[config.mk]
export PLATFORM = sky130hd
export DESIGN_NAME = pps_phase_detector_flat
export DESIGN_NICKNAME = d
export VERILOG_FILES = /design/src/rtl/gpsdo_pkg.sv /design/src/rtl/pps_phase_detector_if.sv /design/src/rtl/pps_edge_sync.sv /design/src/rtl/pps_phase_detector.sv /design/src/flat_wrapper.sv
export SDC_FILE = /design/constraint.sdc
export NUM_CORES = 1
export LEC_CHECK = 0
export ABC_AREA = 1
export BUFFER_PORTS_ARGS = -buffer_cell sky130_fd_sc_hd__buf_2
export CAP_MARGIN = 20
export CORE_AREA = 2 2 109 111
export CTS_CLUSTER_SIZE = 20
export DETAILED_ROUTE_END_ITERATION = 10
export DIE_AREA = 0 0 111 113
export PLACE_DENSITY_LB_ADDON = 0.3
export SYNTH_ARGS = -nofsm -noshare
export SYNTH_HDL_FRONTEND = slang
export SYNTH_SLANG_ARGS = --single-unit
[constraint.sdc]
create_clock -name CLK_SYS -period 2.45 [get_ports CLK_SYS]
set_clock_uncertainty 0.2 [all_clocks]
set_input_delay 0.1225 -clock CLK_SYS [delete_from_list [all_inputs] [get_ports CLK_SYS]]
set_output_delay 0.1225 -clock CLK_SYS [all_outputs]
set_load 0.05 [all_outputs]
[src/rtl/gpsdo_pkg.sv]
// Shared definitions for the GPS-disciplined oscillator blocks: clock rate,
// default phase-word width and the phase-detector state encoding.
package gpsdo_pkg;

  localparam int CLK_HZ  = 10_000_000;
  localparam int PHASE_W = 24;

  typedef enum logic [1:0] {
    ST_IDLE       = 2'd0,
    ST_LEAD_GPS   = 2'd1,
    ST_LEAD_LOCAL = 2'd2
  } pps_state_e;

endpackage

[src/rtl/pps_phase_detector_if.sv]
// Result bundle of the 1PPS phase detector: offset samples, strobes and the
// GPS-presence level consumed by the discipline loop and the divider.
interface pps_phase_detector_if #(
  parameter int PHASE_W = gpsdo_pkg::PHASE_W
);
  import gpsdo_pkg::*;

  logic signed [PHASE_W-1:0] PHASE_ERR;
  logic                      PHASE_VALID;
  logic                      PHASE_TMO;
  logic                      DIV_RESET;
  logic                      GPS_LOST;

  modport master (
    output PHASE_ERR,
    output PHASE_VALID,
    output PHASE_TMO,
    output DIV_RESET,
    output GPS_LOST
  );

  modport slave (
    input PHASE_ERR,
    input PHASE_VALID,
    input PHASE_TMO,
    input DIV_RESET,
    input GPS_LOST
  );

endinterface

[src/rtl/pps_edge_sync.sv]
// STAGES-deep synchronizer (SYNC_EN=1) or matched delay line (SYNC_EN=0)
// followed by a rising-edge detector; STAGES must be at least 2.
module pps_edge_sync #(
  parameter int STAGES  = 2,
  parameter bit SYNC_EN = 1'b1
) (
  input  logic clk,
  input  logic rst,
  input  logic din,
  output logic edge_o
);

  logic lvl;
  logic prev_q, prev_d;

  if (SYNC_EN) begin : g_sync
    (* ASYNC_REG = "TRUE" *) logic [STAGES-1:0] sync_q;
    logic [STAGES-1:0] sync_d;

    always_comb sync_d = {sync_q[STAGES-2:0], din};

    always_ff @(posedge clk) begin
      if (rst) sync_q <= '0;
      else     sync_q <= sync_d;
    end

    assign lvl = sync_q[STAGES-1];
  end else begin : g_delay
    // Same depth as the synchronizer so both edges see identical latency.
    logic [STAGES-1:0] dly_q;
    logic [STAGES-1:0] dly_d;

    always_comb dly_d = {dly_q[STAGES-2:0], din};

    always_ff @(posedge clk) begin
      if (rst) dly_q <= '0;
      else     dly_q <= dly_d;
    end

    assign lvl = dly_q[STAGES-1];
  end

  always_comb prev_d = lvl;

  always_ff @(posedge clk) begin
    if (rst) prev_q <= 1'b0;
    else     prev_q <= prev_d;
  end

  assign edge_o = lvl & ~prev_q;

endmodule

[src/rtl/pps_phase_detector.sv]
// Measures the signed offset between GPS and local 1PPS in CLK_SYS cycles,
// requests a divider restart on persistent error and flags GPS loss.
module pps_phase_detector #(
  parameter int SYNC_STAGES = 2,
  parameter int PHASE_W     = gpsdo_pkg::PHASE_W,
  parameter int MAX_WIN     = 5_000_000,
  parameter int RESYNC_TH   = 100,
  parameter int RESYNC_CNT  = 3,
  parameter int GPS_LOSS    = 15_000_000
) (
  input  logic                 CLK_SYS,
  input  logic                 CLK_RST,
  input  logic                 _1PPS_GPS,
  input  logic                 _1PPS_Local,
  pps_phase_detector_if.master res_if
);
  import gpsdo_pkg::*;

  localparam int LOSS_W = $clog2(GPS_LOSS + 1);
  localparam int BAD_W  = $clog2(RESYNC_CNT + 1);

  logic g_edge, l_edge;

  pps_state_e                state_q, state_d;
  logic [PHASE_W-1:0]        win_cnt_q, win_cnt_d;
  logic signed [PHASE_W-1:0] phase_err_q, phase_err_d;
  logic                      phase_valid_q, phase_valid_d;
  logic                      phase_tmo_q, phase_tmo_d;
  logic                      div_reset_q, div_reset_d;
  logic                      gps_lost_q, gps_lost_d;
  logic [BAD_W-1:0]          bad_cnt_q, bad_cnt_d;
  logic [LOSS_W-1:0]         loss_cnt_q, loss_cnt_d;

  logic               win_last;
  logic [PHASE_W-1:0] err_mag;
  logic [BAD_W-1:0]   bad_inc;
  logic               bad_evt, good_evt, resync;

  function automatic logic signed [PHASE_W-1:0] win_to_err(
    input logic [PHASE_W-1:0] cnt,
    input logic               neg
  );
    logic signed [PHASE_W-1:0] mag;
    mag = $signed(cnt + 1'b1);
    return neg ? -mag : mag;
  endfunction

  function automatic logic [PHASE_W-1:0] err_abs(input logic signed [PHASE_W-1:0] v);
    return v[PHASE_W-1] ? $unsigned(-v) : $unsigned(v);
  endfunction

  pps_edge_sync #(.STAGES(SYNC_STAGES), .SYNC_EN(1'b1)) u_gps_sync (
    .clk    (CLK_SYS),
    .rst    (CLK_RST),
    .din    (_1PPS_GPS),
    .edge_o (g_edge)
  );

  pps_edge_sync #(.STAGES(SYNC_STAGES), .SYNC_EN(1'b0)) u_local_dly (
    .clk    (CLK_SYS),
    .rst    (CLK_RST),
    .din    (_1PPS_Local),
    .edge_o (l_edge)
  );

  always_comb begin
    state_d       = state_q;
    win_cnt_d     = win_cnt_q + 1'b1;
    phase_err_d   = phase_err_q;
    phase_valid_d = 1'b0;
    phase_tmo_d   = 1'b0;
    win_last      = (win_cnt_q == PHASE_W'(MAX_WIN - 1));

    case (state_q)
      ST_IDLE: begin
        win_cnt_d = '0;
        if (g_edge && l_edge) begin
          phase_err_d   = '0;
          phase_valid_d = 1'b1;
        end else if (g_edge) begin
          state_d = ST_LEAD_GPS;
        end else if (l_edge) begin
          state_d = ST_LEAD_LOCAL;
        end
      end
      ST_LEAD_GPS: begin
        if (l_edge) begin
          phase_err_d   = win_to_err(win_cnt_q, 1'b0);
          phase_valid_d = 1'b1;
          state_d       = ST_IDLE;
          win_cnt_d     = '0;
        end else if (g_edge) begin
          phase_tmo_d = 1'b1;
          win_cnt_d   = '0;
        end else if (win_last) begin
          phase_tmo_d = 1'b1;
          state_d     = ST_IDLE;
          win_cnt_d   = '0;
        end
      end
      ST_LEAD_LOCAL: begin
        if (g_edge) begin
          phase_err_d   = win_to_err(win_cnt_q, 1'b1);
          phase_valid_d = 1'b1;
          state_d       = ST_IDLE;
          win_cnt_d     = '0;
        end else if (l_edge) begin
          phase_tmo_d = 1'b1;
          win_cnt_d   = '0;
        end else if (win_last) begin
          phase_tmo_d = 1'b1;
          state_d     = ST_IDLE;
          win_cnt_d   = '0;
        end
      end
      default: begin
        state_d   = ST_IDLE;
        win_cnt_d = '0;
      end
    endcase

    // Quality judged on the published sample, so the threshold itself is good.
    err_mag  = err_abs(phase_err_q);
    bad_evt  = (phase_valid_q && (err_mag > PHASE_W'(RESYNC_TH))) || phase_tmo_q;
    good_evt = phase_valid_q && (err_mag <= PHASE_W'(RESYNC_TH));
    bad_inc  = bad_cnt_q + 1'b1;
    resync   = bad_evt && !gps_lost_q && (bad_inc == BAD_W'(RESYNC_CNT));

    if (gps_lost_q || resync) bad_cnt_d = '0;
    else if (bad_evt)         bad_cnt_d = bad_inc;
    else if (good_evt)        bad_cnt_d = '0;
    else                      bad_cnt_d = bad_cnt_q;

    div_reset_d = resync;
    if (resync) begin
      state_d   = ST_IDLE;
      win_cnt_d = '0;
    end

    if (g_edge)                                   loss_cnt_d = '0;
    else if (loss_cnt_q == LOSS_W'(GPS_LOSS))     loss_cnt_d = loss_cnt_q;
    else                                          loss_cnt_d = loss_cnt_q + 1'b1;
    gps_lost_d = (loss_cnt_d == LOSS_W'(GPS_LOSS));
  end

  always_ff @(posedge CLK_SYS) begin
    if (CLK_RST) begin
      state_q       <= ST_IDLE;
      win_cnt_q     <= '0;
      phase_err_q   <= '0;
      phase_valid_q <= 1'b0;
      phase_tmo_q   <= 1'b0;
      div_reset_q   <= 1'b0;
      gps_lost_q    <= 1'b0;
      bad_cnt_q     <= '0;
      loss_cnt_q    <= '0;
    end else begin
      state_q       <= state_d;
      win_cnt_q     <= win_cnt_d;
      phase_err_q   <= phase_err_d;
      phase_valid_q <= phase_valid_d;
      phase_tmo_q   <= phase_tmo_d;
      div_reset_q   <= div_reset_d;
      gps_lost_q    <= gps_lost_d;
      bad_cnt_q     <= bad_cnt_d;
      loss_cnt_q    <= loss_cnt_d;
    end
  end

  assign res_if.PHASE_ERR   = phase_err_q;
  assign res_if.PHASE_VALID = phase_valid_q;
  assign res_if.PHASE_TMO   = phase_tmo_q;
  assign res_if.DIV_RESET   = div_reset_q;
  assign res_if.GPS_LOST    = gps_lost_q;

endmodule
[src/flat_wrapper.sv]
// flat-port wrapper written by rule: the top's interface ports become plain ports
module pps_phase_detector_flat import gpsdo_pkg::*;
#(
  parameter int SYNC_STAGES = 2,
  parameter int PHASE_W     = gpsdo_pkg::PHASE_W,
  parameter int MAX_WIN     = 5_000_000,
  parameter int RESYNC_TH   = 100,
  parameter int RESYNC_CNT  = 3,
  parameter int GPS_LOSS    = 15_000_000
)
  (CLK_SYS, CLK_RST, _1PPS_GPS, _1PPS_Local, res_if_PHASE_ERR, res_if_PHASE_VALID, res_if_PHASE_TMO, res_if_DIV_RESET, res_if_GPS_LOST);
  pps_phase_detector_if #(.PHASE_W(PHASE_W)) res_if_i ();
  input  logic CLK_SYS;
  input  logic CLK_RST;
  input  logic _1PPS_GPS;
  input  logic _1PPS_Local;
  output wire logic [$bits(res_if_i.PHASE_ERR)-1:0] res_if_PHASE_ERR;
  output wire logic [$bits(res_if_i.PHASE_VALID)-1:0] res_if_PHASE_VALID;
  output wire logic [$bits(res_if_i.PHASE_TMO)-1:0] res_if_PHASE_TMO;
  output wire logic [$bits(res_if_i.DIV_RESET)-1:0] res_if_DIV_RESET;
  output wire logic [$bits(res_if_i.GPS_LOST)-1:0] res_if_GPS_LOST;
  assign res_if_PHASE_ERR = res_if_i.PHASE_ERR;
  assign res_if_PHASE_VALID = res_if_i.PHASE_VALID;
  assign res_if_PHASE_TMO = res_if_i.PHASE_TMO;
  assign res_if_DIV_RESET = res_if_i.DIV_RESET;
  assign res_if_GPS_LOST = res_if_i.GPS_LOST;
  pps_phase_detector #(.SYNC_STAGES(SYNC_STAGES), .PHASE_W(PHASE_W), .MAX_WIN(MAX_WIN), .RESYNC_TH(RESYNC_TH), .RESYNC_CNT(RESYNC_CNT), .GPS_LOSS(GPS_LOSS)) u_core (.CLK_SYS(CLK_SYS), .CLK_RST(CLK_RST), ._1PPS_GPS(_1PPS_GPS), ._1PPS_Local(_1PPS_Local), .res_if(res_if_i));
endmodule
# == Word level (Yosys, flattened, before mapping) ==
# Index checks and enable logic that the tools add are counted.
# op_classes
addsub,5
order_cmp,2
eq_ne,13
muxes,34
bitwise,4
n_reduce_logical,15
# ops
cell,n
24-bit 2-to-1 mux,11
24-bit one-hot mux with 3 select lines,1
"24-bit by 1-bit adder with 24-bit output, second input constant",2
"24-bit equality test, second input constant",2
24-bit negator,2
24-bit one-hot mux with 2 select lines,1
"24-bit by 23-bit equality test with 1-bit output, second input constant",1
"24-bit by 7-bit > comparator with 1-bit output, second input constant",1
"24-bit by 7-bit <= comparator with 1-bit output, second input constant",1
2-bit 2-to-1 mux,10
1-bit 2-to-1 mux,8
4-bit AND reduction,2
"2-bit by 1-bit != test with 1-bit output, second input constant",3
2-bit one-hot mux with 3 select lines,1
1-bit logical AND,5
"2-bit equality test, second input constant",2
2-bit OR reduction,2
"3-bit by 1-bit != test with 1-bit output, second input constant",1
"3-bit by 2-bit != test with 1-bit output, second input constant",1
"3-bit != test, second input constant",1
1-bit one-hot mux with 3 select lines,1
3-bit nonzero test,1
"2-bit by 1-bit adder with 2-bit output, second input constant",1
1-bit bitwise AND,2
8 further kinds,10
# word_totals
regBits,86
out_inout_bits,28
elab_cells,86

# == Logic depth before layout (Yosys ltp) ==
# Gate-level depths: netlist of the first run.
# depth
depth_word,9
mapped_depth,17
depth_no_buf,17

# == By module ==
# From an unflattened synthesis of the first run, not the netlist that was laid out.
# hier_totals
hier_cells,1064
area_unflattened_um2,6352.3
# modules_own_cells
module,instances,cells_each,area_each_um2
pps_phase_detector,1,1044,6179.7
pps_edge_sync,2,10,86.3

# == Worst setup path after synthesis of the first run ==
# OpenSTA, ideal clock, no wires.
# synth_path
kind,flip-flop to flip-flop
start,reg u_core.phase_err_q[23] (netlist: u_core.res_if.PHASE_ERR[23])
end,reg u_core.win_cnt_q[11]
setup_ps,64
arrival_ps,2110
t_required_ps,2186
slack_ps,75
path_stages_with_launch,12
path_buffers,3
cell_sequence,dfxtp_1 -> buf_2 -> clkbuf_1 -> o21ai_0 -> nand3_1 -> nand3_1 -> nor2_1 -> nand4_1 -> nand3_2 -> nand2_2 -> buf_6 -> nor2_1
# synth_via
elab_chain_len,8
# synth_rtl
item,line_no,source
"start, declared",pps_phase_detector.sv:26,"logic signed [PHASE_W-1:0] phase_err_q, phase_err_d;"
"start signal, assigned",pps_phase_detector.sv:160,phase_err_q <= phase_err_d;
24-bit negator,pps_phase_detector.sv:49,return v[PHASE_W-1] ? $unsigned(-v) : $unsigned(v);
24-bit 2-to-1 mux (*),pps_phase_detector.sv:49,
24-bit by 7-bit > comparator with 1-bit output (*),pps_phase_detector.sv:124,bad_evt = (phase_valid_q && (err_mag > PHASE_W'(RESYNC_TH))) || phase_tmo_q;
1-bit logical AND (*),pps_phase_detector.sv:124,
1-bit logical OR (*),pps_phase_detector.sv:124,
1-bit logical AND (*) (2 in a row),pps_phase_detector.sv:127,resync = bad_evt && !gps_lost_q && (bad_inc == BAD_W'(RESYNC_CNT));
2-bit OR reduction (no line) (*),n/a,
"end signal, assigned",pps_phase_detector.sv:159,win_cnt_q <= win_cnt_d;
"end, declared",pps_phase_detector.sv:25,"logic [PHASE_W-1:0] win_cnt_q, win_cnt_d;"
# Every way passes the cells marked *; elsewhere a longest branch is shown, timed or not.
# A chain may end at the register's enable or synchronous reset.

# == Worst setup path after layout of the first run ==
# layout_path
start,reg u_core.phase_err_q[4] (netlist: u_core.res_if.PHASE_ERR[4])
end,reg u_core.win_cnt_q[5]
# Same word-level chain as after synthesis.

==> results of run 1 <==
how the worst min path moves through the flow:
stage,start,end
floorplan,_1PPS_GPS,u_core.u_gps_sync.g_sync.sync_q[0]$_SDFF_PP0_
global placement,_1PPS_GPS,u_core.u_gps_sync.g_sync.sync_q[0]$_SDFF_PP0_
detailed placement,_1PPS_GPS,u_core.u_gps_sync.g_sync.sync_q[0]$_SDFF_PP0_
CTS,CLK_RST,u_core.win_cnt_q[23]$_SDFF_PP0_
global route,CLK_RST,u_core.win_cnt_q[23]$_SDFF_PP0_
finish,CLK_RST,u_core.win_cnt_q[23]$_SDFF_PP0_
registers in the layout, indices dropped and copies added, names as in the netlist, 2 cells and up:
signal	cells
u_core.bad_cnt_q	2
u_core.loss_cnt_q	24
u_core.res_if.PHASE_ERR	24
u_core.state_q	2
u_core.u_gps_sync.g_sync.sync_q	2
u_core.u_local_dly.g_delay.dly_q	2
u_core.win_cnt_q	24
where the power goes:
group	switching (W)	internal [W]	leakage, nW
Sequential	0.0000310	0.00142	0.706
Combinational	0.000542	0.000274	2.48
Clock	0.000604	0.000794	0.150
kinds of logic after synthesis:
logic type      Yosys count
fa+ha+maj                 8
buf+inv                 169
simple gates            630
flops                    86
compound gates          115
xor+xnor                 15
stage by stage:
stage | setup WS (ns) | std cells
finish | -0.00952 | 1248
global route | -0.170 | 1248
CTS | -0.0139 | 1230
detailed placement | -0.0512 | 1212
global placement | 0.00807 | 1212
floorplan | 0.0755 | 1023
Yosys cell counts, drive strengths merged:
library cell / n / area, sq um
clkbuf: 25 / 93.8
nor4: 5 / 37.5
nor2b: 1 / 13.8
o22ai: 7 / 43.8
o2111ai: 18 / 158
nand3: 98 / 505
nand2: 276 / 1100
a21oi: 36 / 195
o21bai: 3 / 22.5
nor3: 26 / 140
buf: 7 / 50.1
o221ai: 2 / 17.5
a22oi: 2 / 15.0
o211ai: 4 / 30.0
dfxtp: 86 / 1720
xor2: 15 / 131
o311ai: 1 / 8.76
nand3b: 5 / 37.5
inv: 134 / 503
a31oi: 2 / 12.5
nand4: 36 / 225
ha: 8 / 100
o21ai: 39 / 199
clkinv: 3 / 12.5
nor2: 183 / 774
a211oi: 1 / 7.51
worst max-delay path, cell delays in order, from the launching register on:
cell,delay (ns)
dfxtp_4,0.36
nor2_1,0.15
nand3_2,0.14
nor2_4,0.15
buf_4,0.14
nand3_1,0.09
nand3b_1,0.10
nand3_1,0.08
nor2_2,0.12
nand4_1,0.23
nand3_2,0.22
nand2_4,0.13
clkbuf_16,0.21
nor2_4,0.07
cells in the final DEF (no fill, tap or decap), types with 12 or more instances in the layout:
| cell type | synthesis | final |
|---|---|---|
| a21oi_1 | 32 | 30 |
| o2111ai_1 | 18 | 18 |
| dfxtp_1 | 86 | 65 |
| nand2_2 | 14 | 31 |
| nand2_1 | 258 | 233 |
| nand2_4 | 4 | 12 |
| nand4_1 | 36 | 36 |
| nor2_4 | 3 | 21 |
| buf_2 | 4 | 31 |
| nor2_1 | 165 | 130 |
| nand3_1 | 95 | 87 |
| nor3_1 | 24 | 22 |
| xor2_1 | 15 | 14 |
| buf_4 | 1 | 59 |
| nor2_2 | 13 | 30 |
| inv_2 | 5 | 12 |
| o21ai_0 | 32 | 31 |
| inv_1 | 129 | 120 |
| dfxtp_2 | 0 | 17 |
routing by layer:
layer | track usage, % | up-vias | wire length [um] | part of all wire [%]
met1 | 36.1 | 3228 | 8030 | 43
li1 | - | 3492 | - | -
met3 | 3.43 | 53 | 1160 | 6.2
met4 | 12.6 | 0 | 605 | 3.2
met5 | 0 | - | 0 | 0
met2 | 46.5 | 284 | 9020 | 48
what timing repair did:
| item | 4_1_cts | 5_1_grt |
|---|---|---|
| buffers inserted | 0 | 15 |
| endpoints found under the setup margin | 8 | 48 |
| pin swaps | 1 | 42 |
| gates resized for setup | 3 | 142 |
| hold buffers | 2 | 0 |
| endpoints found under the hold margin | 2 | 0 |
| cloned | 0 | 3 |
layout make-up:
class | instances | area, sq um | area share (%)
Sequential cell | 86 | 1760 | 23.0
Clock inverter | 7 | 71.3 | 0.933
Multi-Input combinational cell | 768 | 4150 | 54.3
Clock buffer | 9 | 225 | 2.95
Timing Repair Buffer | 98 | 734 | 9.61
Tap cell | 143 | 179 | 2.34
Inverter | 137 | 526 | 6.88
==> results.yml, run 1 <==
cells_and_area:
  fill_cells: 967
  final_util_pct: 67.8
  design_area_sq_mm: 0.00764
  nNetsFinal: 1112
  diodes: 0
  syn2layout_area_growth_pct: 24.1
  drive_gt1_share_pct: 24.6
placed_design:
  port_buffers: 31
  place_area_sq_mm: 0.00673
  place_congestion: 0.984
  dpl.hpwl_um: 13100
cts:
  cts_root_buf: "clkbuf_16"
  htree_levels: 3
  insertion_delay_ns: 0.35
  clk_pin_slew_ns: 0.07
  clock-sinks: 86
  cts_tree: "built"
  cts_buffer_depth: 2
  cts_made_buffers: 9
global_route:
  grt_usage_pct: 27.8
  antenna_found_initial: 0
  grt_pass1_vias: 6187
  grt_pass1_wl_um: 28800
  grt_remaining_overflow: 0
  grt_max_degree: 45
floorplanning:
  rows: 39
  fp.dieH_um: 113
  core-area_sq_mm: 0.0113
  initial_core_util_pct: 54.6
  dieArea_sq_mm: 0.0125
  num_io_pins: 32
  fp.dieW_um: 111
drt:
  drt_iter0_drc: 607
  wl_per_cell_um: 15.1
  vias_per_cell: 5.65
  ant_nets: 0
  vias: 7057
  finalWirelength_um: 18800
  drtPass1Iterations: 5
  drt_drc_violations_left: 0
yosys:
  synth_xor_area_share_pct: 2.13
  yosys-mux-area-fraction_pct: 0
  netlist_instances: 1023
  synthAdderAreaFrac_pct: 1.63
  yosys_warnings: 0
  synth_compound_area_share_pct: 11.5
  syn_area_per_cell_sq_um: 6.02
  synth-seq-cells: 86
  yosys.area_share.simple_pct: 46.0
  syn-num-nets: 1035
  yosysSeqAreaShare_pct: 28.0
  netlist_area_sq_mm: 0.00616
  yosys.cell_types.count: 41
  synth_top_family_by_area: "simple AND/OR/NAND/NOR gates"
sta:
  tightest_slew_ns: 0.517
  rsz0062_at_grt: "true"
  setup_viol: 7
  drv_slew: 0
  layout_setup_ws_ns: -0.00952
  fin_tns_setup_ns: -0.0309
  max_freq_ghz: 0.407
  post-route-min-period_ns: 2.46
  hold_violations: 0
  whs_ns: 0.0769
  relSlewSlack_pct: 65.5
  fin_crit_sh_pct: 100
outcome:
  status: "finished with violations"
  violations: "setup timing"
worst_setup_path:
  cp-startpoint: "u_core.res_if.PHASE_ERR[4]$_SDFFE_PP0P_"
  cp.required_ns: 2.54
  critPathKind: "register to register"
  critPathMaxFanout: 5
  regToRegStartpoint: "u_core.res_if.PHASE_ERR[4]$_SDFFE_PP0P_"
  start_kind: "register"
  cp_data_arrival_time_ns: 2.55
  ff2ff_path_depth: 13
  cp-end-kind: "register"
  worstSetupEndpoint: "u_core.win_cnt_q[5]$_SDFF_PP0_"
  r2r_slack_ns: -0.01
  reg2reg_to: "u_core.win_cnt_q[5]$_SDFF_PP0_"
power:
  p_leak_nw: 3.33
  finalPower_w: 0.00367
  p_per_area_mw_per_mm2: 480
  worst_ir_drop_vdd_uv: 399
hold_path:
  holdPathStages: 4
  hold_class: "input port to register"
flow_run:
  drv_cap: 0
No activity file was read; power rests on OpenSTA's default activity.
==> inputs of run 2 (changes only) <==
==> constraint.sdc (replaced) <==
create_clock -name CLK_SYS -period 2.45 [get_ports CLK_SYS]
set_clock_uncertainty 0.2 [all_clocks]
set_input_delay 0.3675 -clock CLK_SYS [delete_from_list [all_inputs] [get_ports CLK_SYS]]
set_output_delay 0.3675 -clock CLK_SYS [all_outputs]
set_load 0.05 [all_outputs]
==> run 2 against run 1 <==
  * Critical endpoint is now u_core.win_cnt_q[4]$_SDFF_PP0_
  * Die area did not move
  * Non-clock buffer count rose by 2
  * Sequential cell count did not move
  * Routed wire length fell by 1.5%
  * Fmax fell by 0.16%
  * Critical path type unchanged
  * The run still ends with setup timing left
  * Largest power group unchanged
  * Utilization fell by 0.17 points
==> results.yml, run 2 (synthesized netlist as in run 1, its figures left out) <==
drt:
  drtPass1Iterations: 5
  finalWirelength_um: 18500
  vias: 7017
  drt_drc_violations_left: 0
  wl_per_cell_um: 14.8
  vias_per_cell: 5.61
  ant_nets: 0
  drt_iter0_drc: 639
flow_run:
  drv_cap: 0
worst_setup_path:
  critPathMaxFanout: 6
  critPathKind: "register to register"
  regToRegStartpoint: "u_core.res_if.PHASE_ERR[10]$_SDFFE_PP0P_"
  reg2reg_to: "u_core.win_cnt_q[4]$_SDFF_PP0_"
  start_kind: "register"
  cp-end-kind: "register"
  cpPeakStageDelay_ns: 0.36
  cp.required_ns: 2.54
  cp-startpoint: "u_core.res_if.PHASE_ERR[10]$_SDFFE_PP0P_"
  cp_slowest_cell: "dfxtp_2"
  crit_cells: 14
  cp_data_arrival_time_ns: 2.55
  path_common_cell: "nand2_1"
  worstSetupEndpoint: "u_core.win_cnt_q[4]$_SDFF_PP0_"
  worstPathCellList: "nor2_2 -> nand3_2 -> nor2_2 -> nand3_1 -> nand2_1 -> nand2_1 -> nand2_1 -> nand2_1 -> nor2_4 -> nand4_1 -> nand3_2 -> nand2_4 -> clkbuf_16 -> nor2_2"
  critical_path.top_delay_family: "simple AND/OR/NAND/NOR gates"
  r2r_slack_ns: -0.01
  ff2ff_path_depth: 14
  cp.buffers_inverters: 1
cells_and_area:
  final_common_cell: "nand2_1"
  nNetsFinal: 1114
  drive_gt1_share_pct: 23.9
  diodes: 0
  mostFrequentLayoutCells: "240 x nand2_1, 133 x nor2_1, 118 x inv_1"
  syn2layout_area_growth_pct: 23.8
  fill_cells: 1005
  fin_cells: 1250
floorplanning:
  num_io_pins: 32
  dieArea_sq_mm: 0.0125
  fp.dieH_um: 113
  initial_core_util_pct: 54.6
  core-area_sq_mm: 0.0113
  rows: 39
  fp.dieW_um: 111
sta:
  whs_ns: 0.0215
  layout_setup_ws_ns: -0.0135
  setup_viol: 4
  tightest_slew_ns: 0.532
  rsz0062_at_grt: "true"
  post-route-min-period_ns: 2.46
  max_freq_ghz: 0.406
  fin_crit_sh_pct: 101
  relSlewSlack_pct: 64.5
  drv_slew: 0
  hold_violations: 0
power:
  finalPower_w: 0.00371
  p_leak_nw: 3.31
  p_per_area_mw_per_mm2: 487
  worst_ir_drop_vdd_uv: 403
cts:
  htree_levels: 3
  clk_pin_slew_ns: 0.07
  cts_made_buffers: 9
  cts_tree: "built"
  insertion_delay_ns: 0.36
  clock-sinks: 86
  cts_buffer_depth: 2
  cts_root_buf: "clkbuf_16"
global_route:
  gr-max-usage-layer: "met2"
  grt_util_met1_pct: 34.8
  grt_pass1_vias: 6068
  grt_remaining_overflow: 0
  antenna_found_initial: 0
  grt_usage_pct: 27.2
  grtUsageMet3_pct: 4.66
  grt_use_met2_pct: 44.6
  grt_max_degree: 45
  grt_pass1_wl_um: 28000
placed_design:
  place_congestion: 0.985
  dp.cells: 1213
  port_buffers: 31
  dpl.hpwl_um: 12900
hold_path:
  hold_class: "input port to register"
outcome:
  violations: "setup timing"
  status: "finished with violations"
==> run 2: cell types whose count changed in the layout (fill, tap and decap cells not counted), moves of 3 or more <==
cell,delta
nand2_1,+7
nand2_2,-4
buf_4,+3
dfxtp_2,-3
nand2_4,-3
nor2_1,+3
o21ai_0,-3
o21ai_1,+3
==> run 2: how the worst min path moves through the flow <==
stage,start,end,cells past startpoint
3_3_place_gp,u_core.u_gps_sync.g_sync.sync_q[0]$_SDFF_PP0_,u_core.u_gps_sync.g_sync.sync_q[1]$_SDFF_PP0_,2
3_5_place_dp,u_core.u_gps_sync.g_sync.sync_q[0]$_SDFF_PP0_,u_core.u_gps_sync.g_sync.sync_q[1]$_SDFF_PP0_,2
2_1_floorplan,u_core.u_gps_sync.g_sync.sync_q[0]$_SDFF_PP0_,u_core.u_gps_sync.g_sync.sync_q[1]$_SDFF_PP0_,2
6_report,_1PPS_GPS,u_core.u_gps_sync.g_sync.sync_q[0]$_SDFF_PP0_,3
5_1_grt,_1PPS_Local,u_core.u_local_dly.g_delay.dly_q[0]$_SDFF_PP0_,3
4_1_cts,_1PPS_GPS,u_core.u_gps_sync.g_sync.sync_q[0]$_SDFF_PP0_,3
==> run 2: per-layer routing <==
metal	share of wire (%)	wire, um
met5	0	0
met4	3.3	620
met3	6.1	1140
met2	47	8660
met1	44	8130
==> run 2: tightest hold or removal path, stage by stage <==
cell and delay [ns]:
buf_2 0.10, inv_1 0.04, nor2_1 0.03
==> run 2: layout make-up <==
cell class              count  area (sq um)  share of cell area [%]
multi-input cells         768          4110                    53.9
flip-flops and latches     86          1760                    23.1
repair buffers            100           748                    9.81
inverters                 137           524                    6.88
clock buffers              10           239                    3.13
well taps                 143           179                    2.35
clock inverters             6          68.8                   0.903
==> run 2: per-stage QoR <==
stage	setup WS, ns	util [%]	setup TNS [ns]	instance area [sq um]
after floorplan	0.0755	-	0	6160
after global placement	0.0127	59.7	0	6730
after detailed placement	-0.0385	59.7	-0.0639	6730
after CTS	0.0115	62.6	0	7060
after global routing	-0.146	67.6	-3.30	7620
final	-0.0135	67.6	-0.0191	7620
==> run 2: what timing repair did <==
action	4_1_cts	5_1_grt
setup endpoints to repair	4	49
pin swaps	1	35
gates cloned	0	3
buffers inserted	0	19
gates resized for setup	3	131
endpoints found under the hold margin	0	0
hold buffers	0	0
==> run 2: where the power goes <==
part / switching (W) / internal, W / leakage (nW) / total (W)
Sequential: 0.0000305 / 0.00142 / 0.705 / 0.00145
Combinational: 0.000539 / 0.000278 / 2.45 / 0.000817
Clock: 0.000616 / 0.000827 / 0.155 / 0.00144
Total: 0.00119 / 0.00253 / 3.31 / 0.00371
